<file path="src/rtl/alu_ctrl_mdu_pkg.sv">
// Shared encodings for the EX-stage ALU control decoder and its iterative MDU.
package alu_ctrl_pkg;

    // Main-control op class
    localparam logic [1:0] ALUOP_ADD   = 2'b00;
    localparam logic [1:0] ALUOP_SUB   = 2'b01;
    localparam logic [1:0] ALUOP_FUNCT = 2'b10;
    localparam logic [1:0] ALUOP_RSVD  = 2'b11;

    // ALUControl codes
    localparam logic [3:0] ALU_AND  = 4'b0000;
    localparam logic [3:0] ALU_OR   = 4'b0001;
    localparam logic [3:0] ALU_ADD  = 4'b0010;
    localparam logic [3:0] ALU_SLL  = 4'b0011;
    localparam logic [3:0] ALU_SLT  = 4'b0100;
    localparam logic [3:0] ALU_SLTU = 4'b0101;
    localparam logic [3:0] ALU_SUB  = 4'b0110;
    localparam logic [3:0] ALU_XOR  = 4'b0111;
    localparam logic [3:0] ALU_SRL  = 4'b1000;
    localparam logic [3:0] ALU_SRA  = 4'b1001;
    localparam logic [3:0] ALU_BAD  = 4'b1111;

    // RV32M funct3
    localparam logic [2:0] M_MUL    = 3'b000;
    localparam logic [2:0] M_MULH   = 3'b001;
    localparam logic [2:0] M_MULHSU = 3'b010;
    localparam logic [2:0] M_MULHU  = 3'b011;
    localparam logic [2:0] M_DIV    = 3'b100;
    localparam logic [2:0] M_DIVU   = 3'b101;
    localparam logic [2:0] M_REM    = 3'b110;
    localparam logic [2:0] M_REMU   = 3'b111;

    typedef enum logic [1:0] {
        S_IDLE  = 2'd0,
        S_CALC  = 2'd1,
        S_FIXUP = 2'd2,
        S_DONE  = 2'd3
    } mdu_state_e;

endpackage

</file>
<file path="src/rtl/alu_ctrl_mdu_if.sv">
// EX-stage decode/MDU bundle. master = pipeline side, slave = decoder/MDU side.
interface alu_ctrl_mdu_if #(parameter int XLEN = 32);
    logic [1:0]      alu_op;
    logic [2:0]      funct3;
    logic            bit30;
    logic            bit25;
    logic            valid_in;
    logic            flush;
    logic [XLEN-1:0] rs1_val;
    logic [XLEN-1:0] rs2_val;
    logic [3:0]      alu_ctrl;
    logic            is_mop;
    logic            mdu_stall;
    logic            mdu_done;
    logic [XLEN-1:0] mdu_result;

    modport master (
        output alu_op, funct3, bit30, bit25, valid_in, flush, rs1_val, rs2_val,
        input  alu_ctrl, is_mop, mdu_stall, mdu_done, mdu_result
    );

    modport slave (
        input  alu_op, funct3, bit30, bit25, valid_in, flush, rs1_val, rs2_val,
        output alu_ctrl, is_mop, mdu_stall, mdu_done, mdu_result
    );
endinterface

</file>
<file path="src/rtl/alu_ctrl_mdu_mdu_iter.sv">
// Iterative radix-2 multiply/divide: shift-add multiply, restoring divide,
// both on operand magnitudes with a final sign-fixup cycle.
module mdu_iter
    import alu_ctrl_pkg::*;
#(
    parameter int XLEN = 32
) (
    input  logic            clk,
    input  logic            reset,
    input  logic            i_start,
    input  logic            i_flush,
    input  logic [2:0]      i_funct3,
    input  logic [XLEN-1:0] i_a,
    input  logic [XLEN-1:0] i_b,
    output logic            o_done,
    output logic [XLEN-1:0] o_result
);
    localparam int CW = $clog2(XLEN);
    localparam logic [XLEN-1:0] MIN = {1'b1, {(XLEN-1){1'b0}}};

    mdu_state_e        r_state;
    logic [CW-1:0]     r_cnt;
    logic [2:0]        r_f3;
    logic              r_aneg, r_bneg;
    logic [XLEN-1:0]   r_b;      // multiplicand or divisor magnitude
    logic [2*XLEN-1:0] r_acc;    // mul: {product hi, multiplier/product lo}; div: {rem, quotient}
    logic              r_done;
    logic [XLEN-1:0]   r_result;

    logic              w_a_signed, w_b_signed, w_aneg, w_bneg, w_div0, w_ovf;
    logic [XLEN-1:0]   w_amag, w_bmag;
    logic [XLEN:0]     w_add;
    logic [XLEN+1:0]   w_trial;
    logic [2*XLEN-1:0] w_prod;
    logic [XLEN-1:0]   w_quo, w_rem, w_fix;

    // Operand signedness and magnitudes at start; divide corner cases bypass CALC
    always_comb begin
        w_a_signed = i_funct3[2] ? ~i_funct3[0] : (i_funct3[1:0] != 2'b11);
        w_b_signed = i_funct3[2] ? ~i_funct3[0] : ~i_funct3[1];
        w_aneg     = w_a_signed & i_a[XLEN-1];
        w_bneg     = w_b_signed & i_b[XLEN-1];
        w_amag     = w_aneg ? -i_a : i_a;
        w_bmag     = w_bneg ? -i_b : i_b;
        w_div0     = i_funct3[2] & (i_b == '0);
        w_ovf      = i_funct3[2] & ~i_funct3[0] & (i_a == MIN) & (i_b == '1);
    end

    // One iteration step and the sign-corrected final result
    always_comb begin
        w_add   = {1'b0, r_acc[2*XLEN-1:XLEN]} + {1'b0, r_b};
        w_trial = {1'b0, r_acc[2*XLEN-1:XLEN-1]} - {2'b00, r_b};
        w_prod  = (r_aneg ^ r_bneg) ? -r_acc : r_acc;
        w_quo   = (r_aneg ^ r_bneg) ? -r_acc[XLEN-1:0] : r_acc[XLEN-1:0];
        w_rem   = r_aneg ? -r_acc[2*XLEN-1:XLEN] : r_acc[2*XLEN-1:XLEN];
        if (r_f3[2])
            w_fix = r_f3[1] ? w_rem : w_quo;
        else
            w_fix = (r_f3 == M_MUL) ? w_prod[XLEN-1:0] : w_prod[2*XLEN-1:XLEN];
    end

    // Sequencer: flush beats start and completion; done/result are registered
    always_ff @(posedge clk or posedge reset) begin
        if (reset) begin
            r_state  <= S_IDLE;
            r_cnt    <= '0;
            r_f3     <= '0;
            r_aneg   <= 1'b0;
            r_bneg   <= 1'b0;
            r_b      <= '0;
            r_acc    <= '0;
            r_done   <= 1'b0;
            r_result <= '0;
        end else begin
            r_done <= 1'b0;
            if (i_flush) begin
                r_state <= S_IDLE;
            end else begin
                case (r_state)
                    S_IDLE: if (i_start) begin
                        r_f3   <= i_funct3;
                        r_aneg <= w_aneg;
                        r_bneg <= w_bneg;
                        if (w_div0) begin
                            r_result <= i_funct3[1] ? i_a : '1;
                            r_done   <= 1'b1;
                            r_state  <= S_DONE;
                        end else if (w_ovf) begin
                            r_result <= i_funct3[1] ? '0 : MIN;
                            r_done   <= 1'b1;
                            r_state  <= S_DONE;
                        end else begin
                            r_acc   <= {{XLEN{1'b0}}, i_funct3[2] ? w_amag : w_bmag};
                            r_b     <= i_funct3[2] ? w_bmag : w_amag;
                            r_cnt   <= CW'(XLEN-1);
                            r_state <= S_CALC;
                        end
                    end
                    S_CALC: begin
                        if (r_f3[2])
                            r_acc <= w_trial[XLEN+1] ? {r_acc[2*XLEN-2:0], 1'b0}
                                                     : {w_trial[XLEN-1:0], r_acc[XLEN-2:0], 1'b1};
                        else
                            r_acc <= r_acc[0] ? {w_add, r_acc[XLEN-1:1]}
                                              : {1'b0, r_acc[2*XLEN-1:1]};
                        r_cnt <= r_cnt - 1'b1;
                        if (r_cnt == '0) r_state <= S_FIXUP;
                    end
                    S_FIXUP: begin
                        r_result <= w_fix;
                        r_done   <= 1'b1;
                        r_state  <= S_DONE;
                    end
                    default: r_state <= S_IDLE;
                endcase
            end
        end
    end

    assign o_done   = r_done;
    assign o_result = r_result;
endmodule

</file>
<file path="src/rtl/alu_ctrl_mdu.sv">
// EX-stage ALU control decoder with optional RV32M iterative MDU and stall.
module alu_ctrl_mdu
    import alu_ctrl_pkg::*;
#(
    parameter int XLEN         = 32,
    parameter int EN_M         = 1,
    parameter int LEGACY_CODES = 0
) (
    input  logic          clk,
    input  logic          reset,
    alu_ctrl_mdu_if.slave bus
);
    logic       w_is_mop;
    logic [3:0] w_ctrl;

    assign w_is_mop = (EN_M != 0) && (bus.alu_op == ALUOP_FUNCT) && bus.bit25;

    // Combinational ALUControl decode; M ops park the ALU on ADD
    always_comb begin
        w_ctrl = ALU_ADD;
        if (!w_is_mop) begin
            case (bus.alu_op)
                ALUOP_ADD:  w_ctrl = ALU_ADD;
                ALUOP_SUB:  w_ctrl = ALU_SUB;
                ALUOP_RSVD: w_ctrl = ALU_AND;
                default: begin
                    case (bus.funct3)
                        3'b000:  w_ctrl = bus.bit30 ? ALU_SUB : ALU_ADD;
                        3'b001:  w_ctrl = ALU_SLL;
                        3'b010:  w_ctrl = ALU_SLT;
                        3'b011:  w_ctrl = ALU_SLTU;
                        3'b100:  w_ctrl = ALU_XOR;
                        3'b101:  w_ctrl = bus.bit30 ? ALU_SRA : ALU_SRL;
                        3'b110:  w_ctrl = ALU_OR;
                        default: w_ctrl = ALU_AND;
                    endcase
                    // First-generation decoder only knew add/sub, or, and
                    if (LEGACY_CODES != 0 && bus.funct3 != 3'b000 &&
                        bus.funct3 != 3'b110 && bus.funct3 != 3'b111)
                        w_ctrl = ALU_BAD;
                end
            endcase
        end
    end

    assign bus.alu_ctrl = w_ctrl;
    assign bus.is_mop   = w_is_mop;

    generate
        if (EN_M != 0) begin : g_mdu
            logic w_done;
            logic w_start;
            assign w_start = bus.valid_in & w_is_mop & ~bus.flush;

            mdu_iter #(.XLEN(XLEN)) u_mdu (
                .clk      (clk),
                .reset    (reset),
                .i_start  (w_start),
                .i_flush  (bus.flush),
                .i_funct3 (bus.funct3),
                .i_a      (bus.rs1_val),
                .i_b      (bus.rs2_val),
                .o_done   (w_done),
                .o_result (bus.mdu_result)
            );

            // done is high exactly while the MDU sits in DONE, so it doubles as the state test
            assign bus.mdu_done  = w_done;
            assign bus.mdu_stall = bus.valid_in & w_is_mop & ~w_done;
        end else begin : g_no_mdu
            assign bus.mdu_done   = 1'b0;
            assign bus.mdu_stall  = 1'b0;
            assign bus.mdu_result = '0;
        end
    endgenerate
endmodule

</file>
<file path="src/flat_wrapper.sv">
// flat-port wrapper written by rule: the top's interface ports become plain ports
module alu_ctrl_mdu_flat import alu_ctrl_pkg::*;
#(
    parameter int XLEN         = 32,
    parameter int EN_M         = 1,
    parameter int LEGACY_CODES = 0
)
  (clk, reset, bus_alu_op, bus_funct3, bus_bit30, bus_bit25, bus_valid_in, bus_flush, bus_rs1_val, bus_rs2_val, bus_alu_ctrl, bus_is_mop, bus_mdu_stall, bus_mdu_done, bus_mdu_result);
  alu_ctrl_mdu_if #(.XLEN(XLEN)) bus_i ();
  input  logic clk;
  input  logic reset;
  input wire logic [$bits(bus_i.alu_op)-1:0] bus_alu_op;
  input wire logic [$bits(bus_i.funct3)-1:0] bus_funct3;
  input wire logic [$bits(bus_i.bit30)-1:0] bus_bit30;
  input wire logic [$bits(bus_i.bit25)-1:0] bus_bit25;
  input wire logic [$bits(bus_i.valid_in)-1:0] bus_valid_in;
  input wire logic [$bits(bus_i.flush)-1:0] bus_flush;
  input wire logic [$bits(bus_i.rs1_val)-1:0] bus_rs1_val;
  input wire logic [$bits(bus_i.rs2_val)-1:0] bus_rs2_val;
  output wire logic [$bits(bus_i.alu_ctrl)-1:0] bus_alu_ctrl;
  output wire logic [$bits(bus_i.is_mop)-1:0] bus_is_mop;
  output wire logic [$bits(bus_i.mdu_stall)-1:0] bus_mdu_stall;
  output wire logic [$bits(bus_i.mdu_done)-1:0] bus_mdu_done;
  output wire logic [$bits(bus_i.mdu_result)-1:0] bus_mdu_result;
  assign bus_i.alu_op = bus_alu_op;
  assign bus_i.funct3 = bus_funct3;
  assign bus_i.bit30 = bus_bit30;
  assign bus_i.bit25 = bus_bit25;
  assign bus_i.valid_in = bus_valid_in;
  assign bus_i.flush = bus_flush;
  assign bus_i.rs1_val = bus_rs1_val;
  assign bus_i.rs2_val = bus_rs2_val;
  assign bus_alu_ctrl = bus_i.alu_ctrl;
  assign bus_is_mop = bus_i.is_mop;
  assign bus_mdu_stall = bus_i.mdu_stall;
  assign bus_mdu_done = bus_i.mdu_done;
  assign bus_mdu_result = bus_i.mdu_result;
  alu_ctrl_mdu #(.XLEN(XLEN), .EN_M(EN_M), .LEGACY_CODES(LEGACY_CODES)) u_core (.clk(clk), .reset(reset), .bus(bus_i));
endmodule
</file>
<file path="config.mk">
export PLATFORM = sky130hd
export DESIGN_NAME = alu_ctrl_mdu_flat
export DESIGN_NICKNAME = d
export VERILOG_FILES = /design/src/rtl/alu_ctrl_mdu_pkg.sv /design/src/rtl/alu_ctrl_mdu_if.sv /design/src/rtl/alu_ctrl_mdu_mdu_iter.sv /design/src/rtl/alu_ctrl_mdu.sv /design/src/flat_wrapper.sv
export SDC_FILE = /design/constraint.sdc
export NUM_CORES = 1
export LEC_CHECK = 0
export ABC_AREA = 1
export BUFFER_PORTS_ARGS = -buffer_cell sky130_fd_sc_hd__buf_2
export CORE_ASPECT_RATIO = 1.1
export CORE_UTILIZATION = 38
export DETAILED_ROUTE_END_ITERATION = 10
export PLACE_DENSITY_LB_ADDON = 0.05
export SLEW_MARGIN = 20
export SYNTH_ARGS = -nofsm -noshare
export SYNTH_HDL_FRONTEND = slang
export SYNTH_SLANG_ARGS = --single-unit
</file>
<file path="constraint.sdc">
create_clock -name clk -period 4.47 [get_ports clk]
set_clock_uncertainty 0.1 [all_clocks]
set_input_delay 0.447 -clock clk [delete_from_list [all_inputs] [get_ports clk]]
set_output_delay 0.447 -clock clk [all_outputs]
set_load 0.1 [all_outputs]
</file>
# Yosys cells after proc, flatten, opt, wreduce, memory -nomap -nowiden

Cells that the tools add are included.

Add/sub/neg operators: 8
Equality and inequality tests: 20
Muxes and demuxes: 45
Bitwise gates (word level): 16
Reductions and logical operators: 14

Operators with widths:

| cell                   | number |
|---|---|
| $mux W32               | 14 |
| $mux W64               | 7 |
| $neg A32 Y32           | 4 |
| $pmux W64 S2           | 1 |
| $eq A32 B32 Y1 const B | 2 |
| $neg A64 Y64           | 1 |
| $pmux W32 S2           | 1 |
| $sub A33 B32 Y34       | 1 |
| $add A32 B32 Y33       | 1 |
| $logic_not A32 Y1      | 1 |
| $pmux W4 S7            | 1 |
| $mux W5                | 3 |
| $pmux W4 S3            | 1 |
| $mux W2                | 5 |
| $pmux W5 S2            | 1 |
| $reduce_and A5 Y1      | 2 |
| $and A1 B1 Y1          | 9 |
| $eq A3 B3 Y1 const B   | 3 |
| $ne A3 B3 Y1 const B   | 3 |
| $ne A2 B2 Y1 const B   | 4 |
| $mux W1                | 7 |
| $eq A2 B2 Y1 const B   | 3 |
| $eq A3 B2 Y1 const B   | 2 |
| $logic_not A3 Y1       | 2 |
| other kinds (16)       | 24 |

Flip-flop bits (word level): 141
Output and inout bits: 39
Logic and storage cells: 112

# Longest topological paths before layout

Depth after elaboration: 9
Depth in mapped cells: 19

# By module

From an unflattened synthesis, not the netlist that was laid out.

Cell total of the unflattened synthesis: 3351
Area, all modules: 18647.9 sq um

Modules (own cells, without submodules):

| module       | instances | cells an instance | area an instance (sq um) | seq. area each (sq um) |
|---|---|---|---|---|
| mdu_iter     | 1         | 3322              | 18502.7                  | 3528.4 |
| alu_ctrl_mdu | 1         | 29                | 145.1                    | 0.0 |

# Least setup slack after synthesis

No wires, ideal clock.

Path kind: input -> output
Start: input bus_alu_op[0]
End: output bus_mdu_stall
Data arrival time: 3.423 ns
Path slack: 0.500 ns
Cell stages on the path: 5
Buffers on the path: 0
Cells stage by stage: inv_1 -> nand2_1 -> nor2_1 -> nand2_1 -> nor2_1

Word-level cells in the longest chain between the ends: 4

Ends and longest elaborated chain:

| element                    | RTL line           | source |
|---|---|---|
| from (decl)                | flat_wrapper.sv:12 | `input wire logic [$bits(bus_i.alu_op)-1:0] bus_alu_op;` |
| $eq A2 B2 Y1               | alu_ctrl_mdu.sv:16 | `assign w_is_mop = (EN_M != 0) && (bus.alu_op == ALUOP_FUNCT) && bus.bit25;` |
| $logic_and A1 B1 Y1        | alu_ctrl_mdu.sv:16 |  |
| via bus_is_mop             | flat_wrapper.sv:21 | `output wire logic [$bits(bus_i.is_mop)-1:0] bus_is_mop;` |
| $and A1 B1 Y1 (2 in a row) | alu_ctrl_mdu.sv:69 | `assign bus.mdu_stall = bus.valid_in & w_is_mop & ~w_done;` |
| to (decl)                  | flat_wrapper.sv:22 | `output wire logic [$bits(bus_i.mdu_stall)-1:0] bus_mdu_stall;` |

The timed path passes the listed nets, and every way through them passes these cells.

# Final worst setup path

Start: register u_core.g_mdu.u_mdu.r_acc[49]
End: register u_core.g_mdu.u_mdu.r_acc[56]

Word-level cells in the longest chain between the ends: 4

Ends and longest elaborated chain:

| element                                                     | RTL line                                                   | source |
|---|---|---|
| from (decl)                                                 | alu_ctrl_mdu_mdu_iter.sv:26                                | `logic [2*XLEN-1:0] r_acc;` |
| from (signal assigned)                                      | alu_ctrl_mdu_mdu_iter.sv:93                                | `r_acc <= {{XLEN{1'b0}}, i_funct3[2] ? w_amag : w_bmag};` |
| from (signal assigned)                                      | alu_ctrl_mdu_mdu_iter.sv:101                               | `r_acc <= w_trial[XLEN+1] ? {r_acc[2*XLEN-2:0], 1'b0}` |
| from (signal assigned)                                      | alu_ctrl_mdu_mdu_iter.sv:104                               | `r_acc <= r_acc[0] ? {w_add, r_acc[XLEN-1:1]}` |
| $sub A33 B32 Y34 / $add A32 B32 Y33 (equally long branches) | alu_ctrl_mdu_mdu_iter.sv:52, alu_ctrl_mdu_mdu_iter.sv:51   |  |
| $mux W64 (on tied branches)                                 | alu_ctrl_mdu_mdu_iter.sv:101, alu_ctrl_mdu_mdu_iter.sv:104 |  |
| $mux W64 (*)                                                | alu_ctrl_mdu_mdu_iter.sv:100                               | `if (r_f3[2])` |
| $pmux W64 S2 (*)                                            | alu_ctrl_mdu_mdu_iter.sv:79                                | `case (r_state)` |

Every way passes the cells marked *; elsewhere a longest branch is shown, timed or not.
A chain may end at the register's enable or synchronous reset.

==> tab_implementation.tex <==
\begin{tabular}{lr}
\hline
Metric & Value \\
\hline
\multicolumn{2}{l}{\textbf{STA}} \\
Worst slew pin tran & 1090 ps \\
Slew Limit Headroom & 27.2\% \\
RSZ-0062 raised after global routing & no \\
Share of the cycle needed by the critical path after routing & 84.6\% \\
Final number of setup-violating endpoints & 0 \\
Number of slew-limit violations in the final report & 0 \\
Final Worst Setup Slack & 690 ps \\
Min Tclk post-route & 3780 ps \\
Accumulated negative setup slack & 0 ps \\
Hold Violations, Final & 0 \\
Fmax & 265 MHz \\
\multicolumn{2}{l}{\textbf{Worst setup path}} \\
CP max-delay cell & dfrtp\_1 \\
Critical Path Start Type & flop \\
Crit Path Category & flop to flop \\
Critical R2R Launch & u\_core.g\_mdu.u\_mdu.r\_acc[49]\$\_DFFE\_PP0P\_ \\
Critical path launch point & u\_core.g\_mdu.u\_mdu.r\_acc[49]\$\_DFFE\_PP0P\_ \\
Worst-case register-to-register setup slack & 690 ps \\
Kind of end point of the critical path & flop \\
Stages on worst setup path & 14 \\
Timing endpoint of the critical path & u\_core.g\_mdu.u\_mdu.r\_acc[56]\$\_DFFE\_PP0P\_ \\
Data arrival time of the worst path & 4060 ps \\
Dominant delay contributor by cell family on the critical path & simple AND/OR/NAND/NOR gates \\
Most numerous cell on the critical path & nand2\_1 \\
Endpoint of the worst register-to-register path & u\_core.g\_mdu.u\_mdu.r\_acc[56]\$\_DFFE\_PP0P\_ \\
Buffers plus inverters on the worst setup path & 1 \\
Cells along the critical path & ha\_1, nand2\_1, nor2\_1, inv\_1, nor3\_1, nand3\_1, nand3\_1, nand2\_1, nand2\_1, nand2\_1, nand2\_1, nand2\_1, nand3\_1, nand2\_1 \\
Path depth of the worst reg2reg path & 14 \\
Maximum cell stage delay along the critical path & 660 ps \\
Data required time at the worst endpoint & 4750 ps \\
Largest fanout of any net on the critical path & 11 \\
\multicolumn{2}{l}{\textbf{Clocking}} \\
Post-CTS resize count & 0 \\
Clock net sink count & 141 \\
\# H-tree levels & 4 \\
Cts bufs inserted & 17 \\
\# hold bufs at CTS & 0 \\
Clock-pin slew on the worst setup and hold paths & 70 ps \\
Count of buffers added by post-CTS timing repair for setup & 0 \\
TritonCTS clock tree & built \\
Buffer depth of the longest clock path & 2 \\
Clock insertion delay at the later pin of the skew report & 500 ps \\
Root Buffer & clkbuf\_16 \\
\multicolumn{2}{l}{\textbf{Global routing}} \\
Largest net degree at the start of global routing & 85 \\
First-pass GRT wire length & 142000 um \\
All-layer global routing usage & 39.8\% \\
Via count of the first global-routing pass & 21300 \\
GRT overflow & 0 \\
Initial antenna violation count & 8 \\
\multicolumn{2}{l}{\textbf{Drt}} \\
Total routed wirelength & 97600 um \\
Number of nets with antenna violations after detailed routing & 0 \\
Vias post-DR & 22600 \\
Number of detailed-routing iterations run before antenna repair & 7 \\
Detailed-route DRC error count & 0 \\
Avg WL per Cell & 25.0 um \\
Per-cell via count in the routed design & 5.80 \\
Initial drt markers & 2433 \\
\multicolumn{2}{l}{\textbf{Placement}} \\
Count of placed standard cells including taps & 3862 \\
HPWL after detailed placement & 77800 um \\
Final RePlAce weighted congestion & 1.20 \\
Dpl ws & 976 ps \\
Number of port buffers & 113 \\
\multicolumn{2}{l}{\textbf{Layout}} \\
Most used cells in the layout excluding fill and tap cells & nand2\_1 (879), nor2\_1 (379), nand3\_1 (356) \\
Share of cells above drive strength 1 & 8.56\% \\
Net count of the finished layout & 3388 \\
Post-Layout Cell Count & 3898 \\
Layout-stage area growth over the synthesis result & 8.87\% \\
Post-layout util & 42.0\% \\
Most common cell after layout, fill and taps aside & nand2\_1 \\
\multicolumn{2}{l}{\textbf{Power and ir drop}} \\
Power density over the cells & 910 nW/um\^{}2 \\
Peak ir drop on the vdd network & 1980 uV \\
Leakage power summed over all cells & 10.0 nW \\
\multicolumn{2}{l}{\textbf{Logic synthesis}} \\
Mean Syn Cell Area & 5.75 um\^{}2 \\
Syn Inst Count & 3204 \\
Number of enable-type register cells in the synthesized netlist & 0 \\
Synth Flop Type & dfrtp\_1 \\
Number of warnings reported in the yosys synthesis log & 0 \\
Async S/R FF share, synth & 100\% \\
Distinct cell type count after synthesis & 52 \\
Post-synthesis instance area & 18400 um\^{}2 \\
Share of synthesized area occupied by flip-flops and latches & 19.1\% \\
Post-synthesis register bit count & 141 \\
Synthesized netlist net count & 3356 \\
\multicolumn{2}{l}{\textbf{Die}} \\
Vertical extent of the die & 233 um \\
Core outline area & 47800 um\^{}2 \\
Row Count & 84 \\
Overall die area & 49400 um\^{}2 \\
Die extent in x & 212 um \\
Effective utilization at floorplan & 38.5\% \\
Boundary pin count & 114 \\
\multicolumn{2}{l}{\textbf{Outcome}} \\
Status & complete, no violations \\
\multicolumn{2}{l}{\textbf{Job}} \\
Total of max-cap violations & 0 \\
\multicolumn{2}{l}{\textbf{Hold path}} \\
Worst min path class & input pin to asynchronous set/reset pin \\
\hline
\end{tabular}
report_power, final:
group	total [W]	switching [W]	leakage, nW	internal (W)
sequential	0.00285	0.00100	1.70	0.00184
clock	0.00151	0.000721	0.277	0.000792
combinational	0.0139	0.0101	8.06	0.00376
through the flow:
stage	hold slack, ps	power, W	area, um^2
floorplan	360	0.0118	18400
global placement	370	0.0163	19500
detailed placement	367	0.0162	19500
CTS	54.8	0.0178	20000
global route	88.9	0.0194	20100
finish	17.9	0.0182	20100
registers in the layout (all words and copies together), names as in the netlist:
register,cells
u_core.g_mdu.u_mdu.r_b,32
u_core.g_mdu.u_mdu.r_acc,64
u_core.g_mdu.u_mdu.r_cnt,5
u_core.g_mdu.u_mdu.r_f3,3
u_core.g_mdu.u_mdu.o_result,32
u_core.g_mdu.u_mdu.o_done,1
u_core.g_mdu.u_mdu.r_state,2
u_core.g_mdu.u_mdu.r_bneg,1
u_core.g_mdu.u_mdu.r_aneg,1
layout make-up:
cell class                      count  area, um^2
Tap cell                          645         807
Inverter                          360        1360
Timing Repair Buffer              154         911
Fill cell                        5386       27800
Sequential cell                   141        3530
Multi-Input combinational cell   2562       12900
Antenna cell                        4        10.0
Clock inverter                     13         131
Clock buffer                       19         443
logic make-up after synthesis:
kind of cell	synth area share [%]
and+or+nand+nor	41.1
AOI/OAI and AO/OA	18.4
buffers and inverters	11.1
DFF	19.1
xor gates and xnor gates	4.98
adders and majority gates	5.31
cell usage after synthesis (31+ instances only):
library cell	count	area share, %
nand2_1	879	18
nor2_1	379	7.7
nand3_1	356	9.7
inv_1	337	6.9
a21oi_1	242	6.6
o21ai_0	219	5.9
dfrtp_1	141	19
xor2_1	91	4.3
clkbuf_1	81	1.7
ha_1	75	5.1
nand4_1	39	1.3
nor3_1	33	0.90
o211ai_1	32	1.3
buf_2	31	0.84
worst min-delay path by stage:
stage | start | endpoint | slack, ps
2_1_floorplan | u_core.g_mdu.u_mdu.r_cnt[0]$_DFFE_PP0P_ | u_core.g_mdu.u_mdu.r_cnt[0]$_DFFE_PP0P_ | 360
3_3_place_gp | u_core.g_mdu.u_mdu.o_result[0]$_DFFE_PP0P_ | u_core.g_mdu.u_mdu.o_result[0]$_DFFE_PP0P_ | 370
3_5_place_dp | u_core.g_mdu.u_mdu.o_result[0]$_DFFE_PP0P_ | u_core.g_mdu.u_mdu.o_result[0]$_DFFE_PP0P_ | 370
4_1_cts | reset | u_core.g_mdu.u_mdu.r_cnt[2]$_DFFE_PP0P_ | 50
5_1_grt | reset | u_core.g_mdu.u_mdu.r_cnt[2]$_DFFE_PP0P_ | 90
6_report | reset | u_core.g_mdu.u_mdu.r_cnt[1]$_DFFE_PP0P_ | 20
per-layer routing:
layer | wire length [um] | global-route usage [%]
met2 | 45500 | 66.4
met3 | 7180 | 7.21
met1 | 36700 | 45.3
met5 | 55 | 0
met4 | 8160 | 29.7
Note: power is estimated with default switching activity, not from simulation.
